[src/rtl/apb_reg_slave_pkg.sv]
// Register map, CTRL field layout, reset values and FSM states shared by the APB register slave.
package apb_reg_slave_pkg;

    localparam logic [3:0] REG_CTRL       = 4'd0;
    localparam logic [3:0] REG_ID         = 4'd1;
    localparam logic [3:0] REG_STATUS     = 4'd2;
    localparam logic [3:0] REG_ERRCNT     = 4'd3;
    localparam logic [3:0] REG_SCRATCH_LO = 4'd4;

    localparam int CTRL_WAIT_LSB   = 0;
    localparam int CTRL_WAIT_MSB   = 7;
    localparam int CTRL_ERR_EN_BIT = 8;
    localparam int CTRL_W          = 9;

    localparam logic [31:0] CTRL_RESET    = 32'h0000_0100;
    localparam logic [7:0]  STATUS_RESET  = 8'h00;
    localparam logic [7:0]  ERRCNT_RESET  = 8'h00;
    localparam logic [31:0] SCRATCH_RESET = 32'h0000_0000;

    typedef enum logic {
        ST_IDLE,
        ST_ACCESS
    } state_t;

endpackage

[src/rtl/apb_reg_slave_if.sv]
// APB bus bundle between a master and the register slave.
interface apb_reg_slave_if #(
    parameter int ADDR_WIDTH = 32,
    parameter int DATA_WIDTH = 32
);
    logic                  psel;
    logic                  penable;
    logic [ADDR_WIDTH-1:0] paddr;
    logic                  pwrite;
    logic [DATA_WIDTH-1:0] pwdata;
    logic [DATA_WIDTH-1:0] prdata;
    logic                  pready;
    logic                  pslverr;

    modport master (
        output psel, penable, paddr, pwrite, pwdata,
        input  prdata, pready, pslverr
    );

    modport slave (
        input  psel, penable, paddr, pwrite, pwdata,
        output prdata, pready, pslverr
    );
endinterface

[src/rtl/apb_reg_slave_regs.sv]
// Register bank: CTRL/ID/STATUS(W1C, sticky)/ERRCNT(saturating)/SCRATCH storage and read mux.
// Writes land on the clock edge when wr_en is high; the read mux is purely combinational.
module apb_reg_slave_regs
    import apb_reg_slave_pkg::*;
#(
    parameter logic [31:0] ID_VALUE = 32'h4150_4231
) (
    input  logic        clk,
    input  logic        reset_n,
    input  logic [3:0]  rd_index,
    output logic [31:0] rd_data,
    input  logic        wr_en,
    input  logic [3:0]  wr_index,
    input  logic [31:0] wr_data,
    input  logic        err_inc,
    input  logic [7:0]  hw_event,
    output logic [7:0]  ctrl_wait,
    output logic        ctrl_err_en
);
    logic [CTRL_W-1:0] ctrl_q;
    logic [7:0]        status_q;
    logic [7:0]        errcnt_q;
    logic [31:0]       scratch_q [4:15];
    logic [7:0]        status_clr;

    assign ctrl_wait   = ctrl_q[CTRL_WAIT_MSB:CTRL_WAIT_LSB];
    assign ctrl_err_en = ctrl_q[CTRL_ERR_EN_BIT];
    assign status_clr  = (wr_en && wr_index == REG_STATUS) ? wr_data[7:0] : 8'h00;

    always_ff @(posedge clk or negedge reset_n) begin
        if (!reset_n) begin
            ctrl_q   <= CTRL_RESET[CTRL_W-1:0];
            status_q <= STATUS_RESET;
            errcnt_q <= ERRCNT_RESET;
            for (int i = 4; i < 16; i++) scratch_q[i] <= SCRATCH_RESET;
        end else begin
            // Clear first, then OR in new events so a coincident set wins.
            status_q <= (status_q & ~status_clr) | hw_event;

            if (wr_en && wr_index == REG_ERRCNT)
                errcnt_q <= {7'd0, err_inc};
            else if (err_inc && errcnt_q != 8'hFF)
                errcnt_q <= errcnt_q + 8'd1;

            if (wr_en && wr_index == REG_CTRL)
                ctrl_q <= wr_data[CTRL_W-1:0];

            if (wr_en && wr_index >= REG_SCRATCH_LO)
                scratch_q[wr_index] <= wr_data;
        end
    end

    always_comb begin
        rd_data = 32'h0;
        case (rd_index)
            REG_CTRL:   rd_data = {{(32-CTRL_W){1'b0}}, ctrl_q};
            REG_ID:     rd_data = ID_VALUE;
            REG_STATUS: rd_data = {24'h0, status_q};
            REG_ERRCNT: rd_data = {24'h0, errcnt_q};
            default:    rd_data = scratch_q[rd_index];
        endcase
    end
endmodule

[src/rtl/apb_reg_slave.sv]
// APB register slave with programmable wait states (CTRL.WAIT cycles, pready registered).
// Stalls the master via pready; dropping psel mid-access aborts without commit.
module apb_reg_slave
    import apb_reg_slave_pkg::*;
#(
    parameter int          ADDR_WIDTH = 32,
    parameter int          DATA_WIDTH = 32,
    parameter logic [31:0] ID_VALUE   = 32'h4150_4231
) (
    input  logic             clk,
    input  logic             reset_n,
    apb_reg_slave_if.slave   apb,
    input  logic [7:0]       hw_event,
    output logic             wr_strobe,
    output logic [3:0]       wr_index
);
    state_t                state;
    logic [7:0]            cnt;
    logic [ADDR_WIDTH-1:0] addr_q;
    logic                  write_q;
    logic [DATA_WIDTH-1:0] wdata_q;
    logic                  pready_q;
    logic                  pslverr_q;
    logic [DATA_WIDTH-1:0] prdata_q;

    logic                  setup;
    logic                  fire;
    logic [ADDR_WIDTH-1:0] cur_addr;
    logic                  cur_write;
    logic [3:0]            cur_index;
    logic                  out_of_range;
    logic                  xfer_err;
    logic                  wr_ok;
    logic [31:0]           rd_data;
    logic [7:0]            ctrl_wait;
    logic                  ctrl_err_en;
    logic                  unused_addr_lsbs;

    assign apb.pready  = pready_q;
    assign apb.pslverr = pslverr_q;
    assign apb.prdata  = prdata_q;

    // During setup the captured fields are not yet registered, so decode the live bus.
    always_comb begin
        setup        = (state == ST_IDLE) && apb.psel && !apb.penable;
        cur_addr     = setup ? apb.paddr  : addr_q;
        cur_write    = setup ? apb.pwrite : write_q;
        cur_index    = cur_addr[5:2];
        out_of_range = |cur_addr[ADDR_WIDTH-1:6];
        xfer_err     = (cur_write && !out_of_range && cur_index == REG_ID) ||
                       (out_of_range && ctrl_err_en);
        wr_ok        = cur_write && !xfer_err && !out_of_range;
        fire         = (setup && ctrl_wait == 8'd0) ||
                       ((state == ST_ACCESS) && !pready_q && apb.psel && cnt == 8'd1);
    end

    assign unused_addr_lsbs = ^cur_addr[1:0];

    always_ff @(posedge clk or negedge reset_n) begin
        if (!reset_n) begin
            state     <= ST_IDLE;
            cnt       <= 8'd0;
            addr_q    <= '0;
            write_q   <= 1'b0;
            wdata_q   <= '0;
            pready_q  <= 1'b0;
            pslverr_q <= 1'b0;
            prdata_q  <= '0;
            wr_strobe <= 1'b0;
            wr_index  <= 4'd0;
        end else begin
            pready_q  <= fire;
            pslverr_q <= fire && xfer_err;
            prdata_q  <= (fire && !cur_write && !xfer_err && !out_of_range) ? rd_data : '0;
            wr_strobe <= fire && wr_ok;
            wr_index  <= (fire && wr_ok) ? cur_index : 4'd0;
            case (state)
                ST_IDLE: begin
                    if (setup) begin
                        state   <= ST_ACCESS;
                        addr_q  <= apb.paddr;
                        write_q <= apb.pwrite;
                        wdata_q <= apb.pwdata;
                        cnt     <= ctrl_wait;
                    end
                end
                ST_ACCESS: begin
                    if (pready_q || !apb.psel) begin
                        state <= ST_IDLE;
                        cnt   <= 8'd0;
                    end else begin
                        cnt <= cnt - 8'd1;
                    end
                end
                default: state <= ST_IDLE;
            endcase
        end
    end

    // The commit happens at the end of the pready cycle, driven by the registered strobe.
    apb_reg_slave_regs #(
        .ID_VALUE (ID_VALUE)
    ) u_regs (
        .clk         (clk),
        .reset_n     (reset_n),
        .rd_index    (cur_index),
        .rd_data     (rd_data),
        .wr_en       (wr_strobe),
        .wr_index    (wr_index),
        .wr_data     (wdata_q),
        .err_inc     (pready_q && pslverr_q),
        .hw_event    (hw_event),
        .ctrl_wait   (ctrl_wait),
        .ctrl_err_en (ctrl_err_en)
    );
endmodule

[src/flat_wrapper.sv]
// flat-port wrapper written by rule: the top's interface ports become plain ports
module apb_reg_slave_flat import apb_reg_slave_pkg::*;
#(
    parameter int          ADDR_WIDTH = 32,
    parameter int          DATA_WIDTH = 32,
    parameter logic [31:0] ID_VALUE   = 32'h4150_4231
)
  (clk, reset_n, hw_event, wr_strobe, wr_index, apb_psel, apb_penable, apb_paddr, apb_pwrite, apb_pwdata, apb_prdata, apb_pready, apb_pslverr);
  apb_reg_slave_if #(.ADDR_WIDTH(ADDR_WIDTH), .DATA_WIDTH(DATA_WIDTH)) apb_i ();
  input  logic clk;
  input  logic reset_n;
  input  logic [7:0] hw_event;
  output logic wr_strobe;
  output logic [3:0] wr_index;
  input wire logic [$bits(apb_i.psel)-1:0] apb_psel;
  input wire logic [$bits(apb_i.penable)-1:0] apb_penable;
  input wire logic [$bits(apb_i.paddr)-1:0] apb_paddr;
  input wire logic [$bits(apb_i.pwrite)-1:0] apb_pwrite;
  input wire logic [$bits(apb_i.pwdata)-1:0] apb_pwdata;
  output wire logic [$bits(apb_i.prdata)-1:0] apb_prdata;
  output wire logic [$bits(apb_i.pready)-1:0] apb_pready;
  output wire logic [$bits(apb_i.pslverr)-1:0] apb_pslverr;
  assign apb_i.psel = apb_psel;
  assign apb_i.penable = apb_penable;
  assign apb_i.paddr = apb_paddr;
  assign apb_i.pwrite = apb_pwrite;
  assign apb_i.pwdata = apb_pwdata;
  assign apb_prdata = apb_i.prdata;
  assign apb_pready = apb_i.pready;
  assign apb_pslverr = apb_i.pslverr;
  apb_reg_slave #(.ADDR_WIDTH(ADDR_WIDTH), .DATA_WIDTH(DATA_WIDTH), .ID_VALUE(ID_VALUE)) u_core (.clk(clk), .reset_n(reset_n), .apb(apb_i), .hw_event(hw_event), .wr_strobe(wr_strobe), .wr_index(wr_index));
endmodule
[config.mk]
export PLATFORM = sky130hd
export DESIGN_NAME = apb_reg_slave_flat
export DESIGN_NICKNAME = d
export VERILOG_FILES = /design/src/rtl/apb_reg_slave_pkg.sv /design/src/rtl/apb_reg_slave_if.sv /design/src/rtl/apb_reg_slave_regs.sv /design/src/rtl/apb_reg_slave.sv /design/src/flat_wrapper.sv
export SDC_FILE = /design/constraint.sdc
export NUM_CORES = 1
export LEC_CHECK = 0
export BUFFER_PORTS_ARGS = -buffer_cell sky130_fd_sc_hd__buf_2
export CAP_MARGIN = 25
export CELL_PAD_IN_SITES_DETAIL_PLACEMENT = 0
export CELL_PAD_IN_SITES_GLOBAL_PLACEMENT = 2
export CORE_MARGIN = 3
export CORE_UTILIZATION = 30
export CTS_BUF_LIST = sky130_fd_sc_hd__clkbuf_2 sky130_fd_sc_hd__clkbuf_4 sky130_fd_sc_hd__clkbuf_8
export DETAILED_ROUTE_END_ITERATION = 8
export PLACE_DENSITY_LB_ADDON = 0.1
export SLEW_MARGIN = 15
export SYNTH_ARGS = -nofsm -noshare
export SYNTH_HDL_FRONTEND = slang
export SYNTH_SLANG_ARGS = --single-unit
[constraint.sdc]
create_clock -name clk -period 6.4 [get_ports clk]
set_clock_uncertainty 0.2 [all_clocks]
set_input_delay 0.64 -clock clk [delete_from_list [all_inputs] [get_ports clk]]
set_output_delay 0.64 -clock clk [all_outputs]
set_load 0.02 [all_outputs]
==> results of run 1 <==
[through the flow]
stage	power (W)	util
after floorplan	0.00417	-
after global placement	0.00470	0.326
after detailed placement	0.00472	0.326
after CTS	0.00846	0.365
after global routing	0.00870	0.365
final	0.00829	0.365
[how the worst max path moves through the flow]
| stage | to | slack [ns] | cells past startpoint |
|---|---|---|---|
| finish | u_core.apb.prdata[22]$_DFF_PN0_ | 2.70 | 7 |
| global route | u_core.apb.prdata[26]$_DFF_PN0_ | 2.48 | 7 |
| CTS | u_core.apb.prdata[10]$_DFF_PN0_ | 2.57 | 7 |
| detailed placement | u_core.apb.prdata[10]$_DFF_PN0_ | 2.18 | 8 |
| global placement | u_core.apb.prdata[10]$_DFF_PN0_ | 1.79 | 7 |
| floorplan | u_core.apb.prdata[17]$_DFF_PN0_ | 3.83 | 7 |
[layer usage]
layer	global-route usage	routed length, microns
met1	0.252	33800
met2	0.319	36000
met3	0.0276	2210
met4	0.0556	1880
met5	0	0
[state kept, by name, summed over array words and instances (netlist names)]
name                     flops
u_core.write_q               1
u_core.wr_strobe             1
u_core.u_regs.ctrl_q         9
u_core.u_regs.errcnt_q       8
u_core.u_regs.status_q       8
u_core.apb.pslverr           1
u_core.state                 1
u_core.wdata_q              32
u_core.addr_q               30
u_core.apb.pready            1
u_core.wr_index              4
u_core.u_regs.scratch_q    384
u_core.cnt                   8
u_core.apb.prdata           32
[logic make-up (layout without fill, tap and decap cells)]
group / Yosys count / count (layout) / share of synthesized area
AND/OR/NAND/NOR: 488 / 488 / 0.0907
XOR/XNOR: 5 / 5 / 0.00192
AO/OA/AOI/OAI: 257 / 257 / 0.0820
buffers and inverters: 165 / 411 / 0.0313
flip-flops: 520 / 520 / 0.569
adder cells (fa/ha/maj): 3 / 3 / 0.00164
multiplexers: 455 / 455 / 0.223
other: 0 / 1 / 0
[power by group through the flow]
stage | clock network [W] | logic [W] | registers, W
floorplan | 0 | 0.000685 | 0.00349
global placement | 0 | 0.00108 | 0.00362
detailed placement | 0 | 0.00109 | 0.00363
CTS | 0.00377 | 0.00113 | 0.00357
global route | 0.00391 | 0.00120 | 0.00359
finish | 0.00362 | 0.00109 | 0.00357
[worst max-delay path, cell delays in order, from the launching register on]
cell     delay, ns
dfrtp_1       0.44
nor3b_4       0.31
buf_4         0.55
nand4_1       0.20
o22ai_2       0.34
nand3_4       0.56
nor2_2        0.68
o311a_1       0.29
[synth_stat cells, drive strengths merged, types with 5 or more instances]
| cell type | number |
|---|---|
| dfrtp | 519 |
| mux2 | 396 |
| nand2 | 331 |
| clkbuf | 95 |
| mux2i | 59 |
| nor2 | 54 |
| buf | 53 |
| nand3 | 45 |
| a211oi | 37 |
| a31oi | 34 |
| o22ai | 33 |
| o221ai | 31 |
| a21oi | 24 |
| a22oi | 20 |
| nor4 | 20 |
| o21ai | 18 |
| inv | 17 |
| a311oi | 16 |
| o211ai | 11 |
| nor3 | 10 |
| o311a | 10 |
| a21o | 8 |
| nand2b | 5 |
| nand3b | 5 |
| or3 | 5 |
[layout make-up]
cell class / instances / area, sq um / area share
Antenna cell: 1 / 2.50 / 0.0000914
Inverter: 17 / 68.8 / 0.00251
Clock inverter: 7 / 87.6 / 0.00320
Sequential cell: 520 / 13000 / 0.475
Tap cell: 969 / 1210 / 0.0443
Timing Repair Buffer: 217 / 1570 / 0.0574
Clock buffer: 170 / 2160 / 0.0791
Multi-Input combinational cell: 1208 / 9250 / 0.338
==> reports/results.ini, run 1 <==
[global_routing]
grtUsageTotal=0.189
grt_pass1_vias=16900
grt_pass1_wl_mm=111
overflow=0
grt_max_degree=144
antenna_found_initial=2

[setup_path]
start_kind=flip-flop
reg2regPathDepth=7
r2r-end=u_core.apb.prdata[22]$_DFF_PN0_
regToRegSetupSlack_ns=2.70
crit_type=reg -> reg
timing.rr.start=u_core.state$_DFF_PN0_
startpoint=u_core.state$_DFF_PN0_
required_ns=6.79
critPathArrivalTime_ns=4.09
worstSetupEndpointType=flip-flop
path_max_fanout=48

[floorplanning]
fp.dieH_microns=282
start_util=0.305
io_pins=116
die-area_sq_um=79500
core-area_sq_um=74900
fp.dieW_microns=282
rows=100

[clock_tree]
cts_buffers=98
postCtsHoldBufs=65
cts_root_buf=clkbuf_8
clk_pin_slew_ns=0.06
clock_insertion_delay_worst_skew_ns=0.68
post_cts_buffers=0
post_cts_resized=0
cts.htree.levels=3
clockBufferDepth=3
clock_sinks=520
cts_tree=built

[sta]
fin_setup_tns_ns=0
fin_ws_ns=2.70
drv_slew=0
fin_hold_ws_ns=0.0871
hold_violations=0
max_slew_margin=0.308
min_period_ns=3.70
tightest_slew_ns=1.04
timing.fmax_mhz=270
rsz0062_at_grt=false
finalSetupViolCount=0
post-route-period-util=0.578

[yosys]
yosys_warnings=0
synth_seq_area_share=0.569
synth_top_flop_cell=dfrtp_1
yosysTopAreaCellShare=0.568
ys_seq_elements=520
synth_edf_count=0
syn_nets=1973
syn_area_sq_um=22900
synth_cells=1893
synthTopCellsByArea=dfrtp_1 (57%), mux2_2 (19%), nand2_1 (5.4%), mux2i_1 (2.4%), clkbuf_1 (1.6%)
post_synth_num_cell_types=61
synth.largest_area_cell=dfrtp_1
ys_async_sr_fraction=1.00
syn_area_per_cell_sq_um=12.1

[detailed_routing]
final_antenna_net_count=0
wire_per_inst_microns=23.8
drc_errors=0
totalWireLength_mm=73.9
drt-pass1-iter-count=7
vias=15700
drt-initial-drc-count=767
vias_per_cell=5.06

[pwr]
power_density_nw_per_um2=303
p_leak_nw=13.2
p_int_w=0.00589
irDropWorstVdd_mv=0.132
switching_share=0.290
power_frac_comb=0.132
p_clk_frac=0.437
pwr-share-seq=0.431
switching_power_w=0.00240

[layout]
fill_cells=7377
final_common_cell=dfrtp_1
drive_above_1_share=0.356
final_nets=2142
mostFrequentLayoutCells=dfrtp_1 (519), mux2_2 (394), nand2_1 (331), clkbuf_8 (142), buf_2 (112)
syn_to_final_growth_pct=19.7
post-route-cell-area_sq_um=27400
final_cells=3109

[place]
place_area_sq_um=24500
gp_congestion=0.737
place_hpwl_mm=42.2
placed_cells=2865
portBuffers=113
dp_slack_ns=2.18

[worst_hold_path]
min_from=apb_pwdata[2]
min_to=u_core.wdata_q[2]$_DFFE_PN0P_
hold_path_class=in -> reg
hold_depth=3

[run_status]
status=finished clean

[flow_run]
drv_cap=0

Note: power is estimated with default switching activity, not from simulation.
==> run 2, diff against run 1 <==
==> constraint.sdc (replaced) <==
create_clock -name clk -period 3.3 [get_ports clk]
set_clock_uncertainty 0.2 [all_clocks]
set_input_delay 0.33 -clock clk [delete_from_list [all_inputs] [get_ports clk]]
set_output_delay 0.33 -clock clk [all_outputs]
set_load 0.02 [all_outputs]
==> reports/results.ini, run 2 (same netlist as run 1, synthesis figures left out) <==
[run_status]
status=finished clean

[detailed_routing]
drt-initial-drc-count=653  ; -15%
vias=16000  ; +1.9%
vias_per_cell=5.07  ; +0.22%
final_antenna_net_count=0  ; unchanged
drc_errors=0  ; unchanged
totalWireLength_mm=73.8  ; -0.13%
drt-pass1-iter-count=4  ; -3
wire_per_inst_microns=23.3  ; -1.8%

[setup_path]
start_kind=flip-flop
worst_path_max_delay_cell=o31ai_4
crit_type=reg -> reg
path_cells=or3b_4, buf_4, o31ai_4, buf_4, o211ai_1, o311a_1
cp_top_family=compound AO/OA/AOI/OAI gates
path_max_fanout=17  ; -65%
path_common_cell=buf_4
critPathMaxStageDelay_ns=0.59  ; -0.09 ns
critPathArrivalTime_ns=3.33  ; -0.76 ns
required_ns=3.65  ; -3.14 ns
path_buf_inv=2  ; +1
worstSetupEndpointType=flip-flop

[layout]
largest_reg_flops=384  ; unchanged
final_cells=3162  ; +1.7%
syn_to_final_growth_pct=21.9
mostFrequentLayoutCells=dfrtp_1 (519), mux2_2 (394), nand2_1 (331), clkbuf_8 (132), buf_2 (112)
largest_register=u_core.u_regs.scratch_q
fill_cells=7350  ; -0.37%
drive_above_1_share=0.369  ; +0.0133
final_nets=2195  ; +2.5%
final_common_cell=dfrtp_1

[floorplanning]
io_pins=116  ; unchanged
die-area_sq_um=79500  ; unchanged
fp.dieH_microns=282  ; unchanged
rows=100  ; unchanged
fp.dieW_microns=282  ; unchanged
core-area_sq_um=74900  ; unchanged
start_util=0.305  ; unchanged

[sta]
finalSetupViolCount=0  ; unchanged
min_period_ns=2.98  ; -0.725 ns
timing.fmax_mhz=336  ; +24%
max_slew_margin=0.364  ; +0.0562
drv_slew=0  ; unchanged
tightest_slew_ns=0.954  ; -0.0843 ns
post-route-period-util=0.902  ; +0.324
fin_setup_tns_ns=0  ; unchanged
rsz0062_at_grt=false
hold_violations=0  ; unchanged
fin_hold_ws_ns=0.0703  ; -0.0168 ns

[place]
placed_cells=2912  ; +1.6%
place_hpwl_mm=45.5  ; +7.9%
portBuffers=113  ; unchanged
gp_congestion=0.751  ; +1.9%

[clock_tree]
clk_pin_slew_ns=0.06  ; about the same
post_cts_buffers=0  ; unchanged
cts_buffers=99  ; +1.0%
clock_sinks=520  ; unchanged
cts_tree=built
clockBufferDepth=3  ; unchanged
cts_root_buf=clkbuf_8
clock_insertion_delay_worst_skew_ns=0.69  ; about the same
post_cts_resized=0  ; unchanged
cts.htree.levels=3  ; unchanged

[pwr]
irDropWorstVdd_mv=0.246  ; +87%
power_density_nw_per_um2=576  ; +90%
switching_share=0.291  ; +0.00165
p_leak_nw=13.5  ; +2.2%
switching_power_w=0.00468  ; +95%
p_clk_frac=0.427  ; -0.010
power_frac_comb=0.142  ; +0.010
p_int_w=0.0114  ; +93%
p_total_w=0.0161  ; +94%
pwr-share-seq=0.432  ; about the same

[global_routing]
grtUsageTotal=0.188  ; -0.000313
grt_pass1_wl_mm=112  ; +0.68%
grt_max_degree=91  ; -37%
overflow=0  ; unchanged
antenna_found_initial=2  ; unchanged
grt_pass1_vias=17300  ; +2.7%

[worst_hold_path]
hold_path_class=in -> reg

[flow_run]
drv_cap=0  ; unchanged

[run 2: changes by cell type in the layout (fill, tap and decap cells not counted), sizes merged]
cell	previous run	this run
buf	151	199
clkbuf	171	164
clkinv	4	10
clkinvlp	1	2
dlygate4sd3	65	70
[run 2: worst min-delay path: stages]
cell and delay, ns:
buf_2 0.12, nor3b_4 0.08, buf_4 0.22, nand2_1 0.10, nand2_1 0.04
[run 2: final timing paths]
kind | from | endpoint | slack, ns | depth (start not counted)
max in group asynchronous | reset_n | u_core.apb.prdata[16]$_DFF_PN0_ | 2.20 | 3
min in group asynchronous | reset_n | u_core.cnt[6]$_DFFE_PN0P_ | 0.15 | 3
worst min-delay path | apb_penable | u_core.wdata_q[1]$_DFFE_PN0P_ | 0.07 | 5
worst max register to register | u_core.state$_DFF_PN0_ | u_core.apb.prdata[22]$_DFF_PN0_ | 0.32 | 6
worst min register to register | u_core.addr_q[21]$_DFFE_PN0N_ | u_core.addr_q[21]$_DFFE_PN0N_ | 0.27 | 2
worst max-delay path | u_core.state$_DFF_PN0_ | u_core.apb.prdata[22]$_DFF_PN0_ | 0.32 | 6
[run 2: per-stage QoR]
stage | utilization | area [sq um] | setup slack (ns)
after floorplan | - | 22900 | 0.917
after global placement | 0.333 | 25000 | 0.286
after detailed placement | 0.333 | 25000 | 0.277
after CTS | 0.372 | 27900 | 0.253
after global routing | 0.372 | 27900 | 0.125
final | 0.372 | 27900 | 0.324
[run 2: metal layers]
layer	up-vias	global-route usage	routed length [microns]
met3	131	0.0300	2200
met1	8410	0.247	33500
met4	0	0.0554	1950
li1	7237	-	-
met2	255	0.322	36200
met5	-	0	0
[run 2: final cells by class]
| cell class | instances | area [sq um] | share of cell area |
|---|---|---|---|
| sequential | 520 | 13000 | 0.467 |
| inverter | 17 | 66.3 | 0.00238 |
| tap | 969 | 1210 | 0.0435 |
| antenna | 1 | 2.50 | 0.0000898 |
| clock buffer | 164 | 2060 | 0.0738 |
| multi-input combinational | 1208 | 9240 | 0.331 |
| timing repair buffer | 269 | 2150 | 0.0773 |
| clock inverter | 14 | 125 | 0.00449 |
[run 2: power by group through the flow]
stage | clock (W) | sequential (W) | combinational (W)
after floorplan | 0 | 0.00677 | 0.00133
after global placement | 0 | 0.00704 | 0.00226
after detailed placement | 0 | 0.00705 | 0.00226
after CTS | 0.00712 | 0.00694 | 0.00234
after global routing | 0.00738 | 0.00698 | 0.00249
final | 0.00685 | 0.00693 | 0.00228
[run 2: what timing repair did]
item	CTS	global route
endpoints found under the hold margin	593	0
endpoints found under the setup margin	0	0
hold buffers	71	0
==> run 3, diff against run 2 <==
--- a/config.mk
+++ b/config.mk
@@ -11,7 +11,6 @@
 export CELL_PAD_IN_SITES_GLOBAL_PLACEMENT = 2
 export CORE_MARGIN = 3
 export CORE_UTILIZATION = 30
-export CTS_BUF_LIST = sky130_fd_sc_hd__clkbuf_2 sky130_fd_sc_hd__clkbuf_4 sky130_fd_sc_hd__clkbuf_8
 export DETAILED_ROUTE_END_ITERATION = 8
 export PLACE_DENSITY_LB_ADDON = 0.1
 export SLEW_MARGIN = 15
==> reports/results.ini, run 3 (same netlist as run 1, synthesis figures left out) <==
[setup_path]
cp_top_family=compound AO/OA/AOI/OAI gates
reg2regPathDepth=6  ; unchanged
start_kind=flip-flop
crit_cells=6  ; unchanged
crit_end=u_core.apb.prdata[22]$_DFF_PN0_
crit_type=reg -> reg
regToRegSetupSlack_ns=0.32  ; about the same
critPathMaxStageDelay_ns=0.59  ; about the same
path_common_cell=buf_4
startpoint=u_core.state$_DFF_PN0_
path_max_fanout=17  ; unchanged
path_buf_inv=2  ; unchanged
timing.rr.start=u_core.state$_DFF_PN0_
worstSetupEndpointType=flip-flop
r2r-end=u_core.apb.prdata[22]$_DFF_PN0_
worst_path_max_delay_cell=o31ai_4
required_ns=3.60  ; -0.05 ns
path_cells=or3b_4, buf_4, o31ai_4, buf_4, o211ai_1, o311a_1
critPathArrivalTime_ns=3.28  ; -0.05 ns

[layout]
post-route-cell-area_sq_um=27800  ; -0.40%
final_common_cell=dfrtp_1
final_nets=2156  ; -1.8%
final_cells=3093  ; -2.2%
antenna_cells=0  ; -1
syn_to_final_growth_pct=21.4
largest_register=u_core.u_regs.scratch_q
final_util=0.370  ; -0.00149
mostFrequentLayoutCells=dfrtp_1 (519), mux2_2 (394), nand2_1 (331), buf_2 (112), dlygate4sd3_1 (70)
largest_reg_flops=384  ; unchanged
drive_above_1_share=0.343  ; -0.0263

[place]
placed_cells=2912  ; unchanged
portBuffers=113  ; unchanged
place_area_sq_um=25000  ; unchanged
dp_slack_ns=0.277  ; unchanged
place_hpwl_mm=45.5  ; unchanged
gp_congestion=0.751  ; unchanged

[pwr]
p_leak_nw=13.3  ; -1.0%
power_density_nw_per_um2=585  ; +1.5%
irDropWorstVdd_mv=0.385  ; +56%

[floorplanning]
rows=100  ; unchanged
start_util=0.305  ; unchanged
fp.dieW_microns=282  ; unchanged
core-area_sq_um=74900  ; unchanged
fp.dieH_microns=282  ; unchanged
io_pins=116  ; unchanged
die-area_sq_um=79500  ; unchanged

[clock_tree]
cts_tree=built
clock_sinks=520  ; unchanged
post_cts_resized=0  ; unchanged
clk_pin_slew_ns=0.06  ; about the same
clock_insertion_delay_worst_skew_ns=0.64  ; -0.05 ns
cts_root_buf=clkbuf_16
cts_buffers=61  ; -38%
clockBufferDepth=3  ; unchanged
cts.htree.levels=2  ; -1
postCtsHoldBufs=70  ; -1.4%
post_cts_buffers=0  ; unchanged

[global_routing]
overflow=0  ; unchanged
grtUsageTotal=0.185  ; -0.00316
grt_pass1_vias=16900  ; -2.5%
antenna_found_initial=1  ; -1
grt_pass1_wl_mm=110  ; -1.4%
grt_max_degree=91  ; unchanged

[detailed_routing]
drt-pass1-iter-count=4  ; unchanged
wire_per_inst_microns=23.5  ; +0.81%
drc_errors=0  ; unchanged
drt-initial-drc-count=693  ; +6.1%
final_antenna_net_count=0  ; unchanged
totalWireLength_mm=72.8  ; -1.4%
vias=15900  ; -1.1%
vias_per_cell=5.13  ; +1.1%

[sta]
min_period_ns=2.98  ; +0.00509 ns
post-route-period-util=0.903  ; +0.00154
timing.fmax_mhz=335  ; -0.17%
max_slew_margin=0.377  ; +0.0132
fin_setup_tns_ns=0  ; unchanged
finalSetupViolCount=0  ; unchanged
rsz0062_at_grt=false
tightest_slew_ns=0.934  ; -0.0198 ns
hold_violations=0  ; unchanged
drv_slew=0  ; unchanged
fin_ws_ns=0.319  ; -0.00509 ns

[flow_run]
drv_cap=0  ; unchanged

[worst_hold_path]
hold_path_class=in -> async

[run_status]
status=finished clean

-- run 3: changes by cell type in the layout (fill, tap and decap cells not counted), sizes merged --
cell      before  now
diode          1    0
clkbuf       164   92
buf          199  198
bufinv         2    6
clkinvlp       2    1
inv           17   18
clkinv        10   11
-- run 3: stage by stage --
stage,power (W),hold slack (ns)
after floorplan,0.00809,-0.166
after global placement,0.00930,0.127
after detailed placement,0.00931,0.128
after CTS,0.0165,0.0255
after global routing,0.0169,0.0495
final,0.0162,0.0351
-- run 3: power by group --
group / internal [W] / total (W) / switching [W] / leakage [nW]
registers: 0.00654 / 0.00693 / 0.000392 / 7.12
clock network: 0.00429 / 0.00703 / 0.00274 / 1.04
logic: 0.000773 / 0.00227 / 0.00150 / 5.16
total: 0.0116 / 0.0162 / 0.00463 / 13.3
-- run 3: worst min path at each step --
stage	to	slack, ns	cells past startpoint
6_report	u_core.cnt[7]$_DFFE_PN0P_	0.04	2
5_1_grt	u_core.u_regs.ctrl_q[5]$_DFFE_PN0P_	0.05	2
4_1_cts	u_core.cnt[7]$_DFFE_PN0P_	0.03	2
3_5_place_dp	u_core.cnt[7]$_DFFE_PN0P_	0.13	1
3_3_place_gp	u_core.cnt[7]$_DFFE_PN0P_	0.13	1
2_1_floorplan	u_core.addr_q[10]$_DFFE_PN0N_	-0.17	0
-- run 3: final cells by class --
| type | instances | area (sq um) |
|---|---|---|
| fill | 7309 | 47200 |
| sequential | 520 | 13000 |
| multi-input combinational | 1208 | 9240 |
| timing repair buffer | 268 | 2130 |
| clock buffer | 92 | 1850 |
| tap | 969 | 1210 |
| clock inverter | 19 | 255 |
| inverter | 17 | 66.3 |
-- run 3: layer usage --
| layer | global-route usage | routed length (microns) | vias up |
|---|---|---|---|
| li1 | - | - | 7150 |
| met1 | 0.247 | 33100 | 8393 |
| met2 | 0.319 | 36000 | 226 |
| met3 | 0.0234 | 2100 | 94 |
| met4 | 0.0482 | 1610 | 0 |
| met5 | 0 | 0 | - |
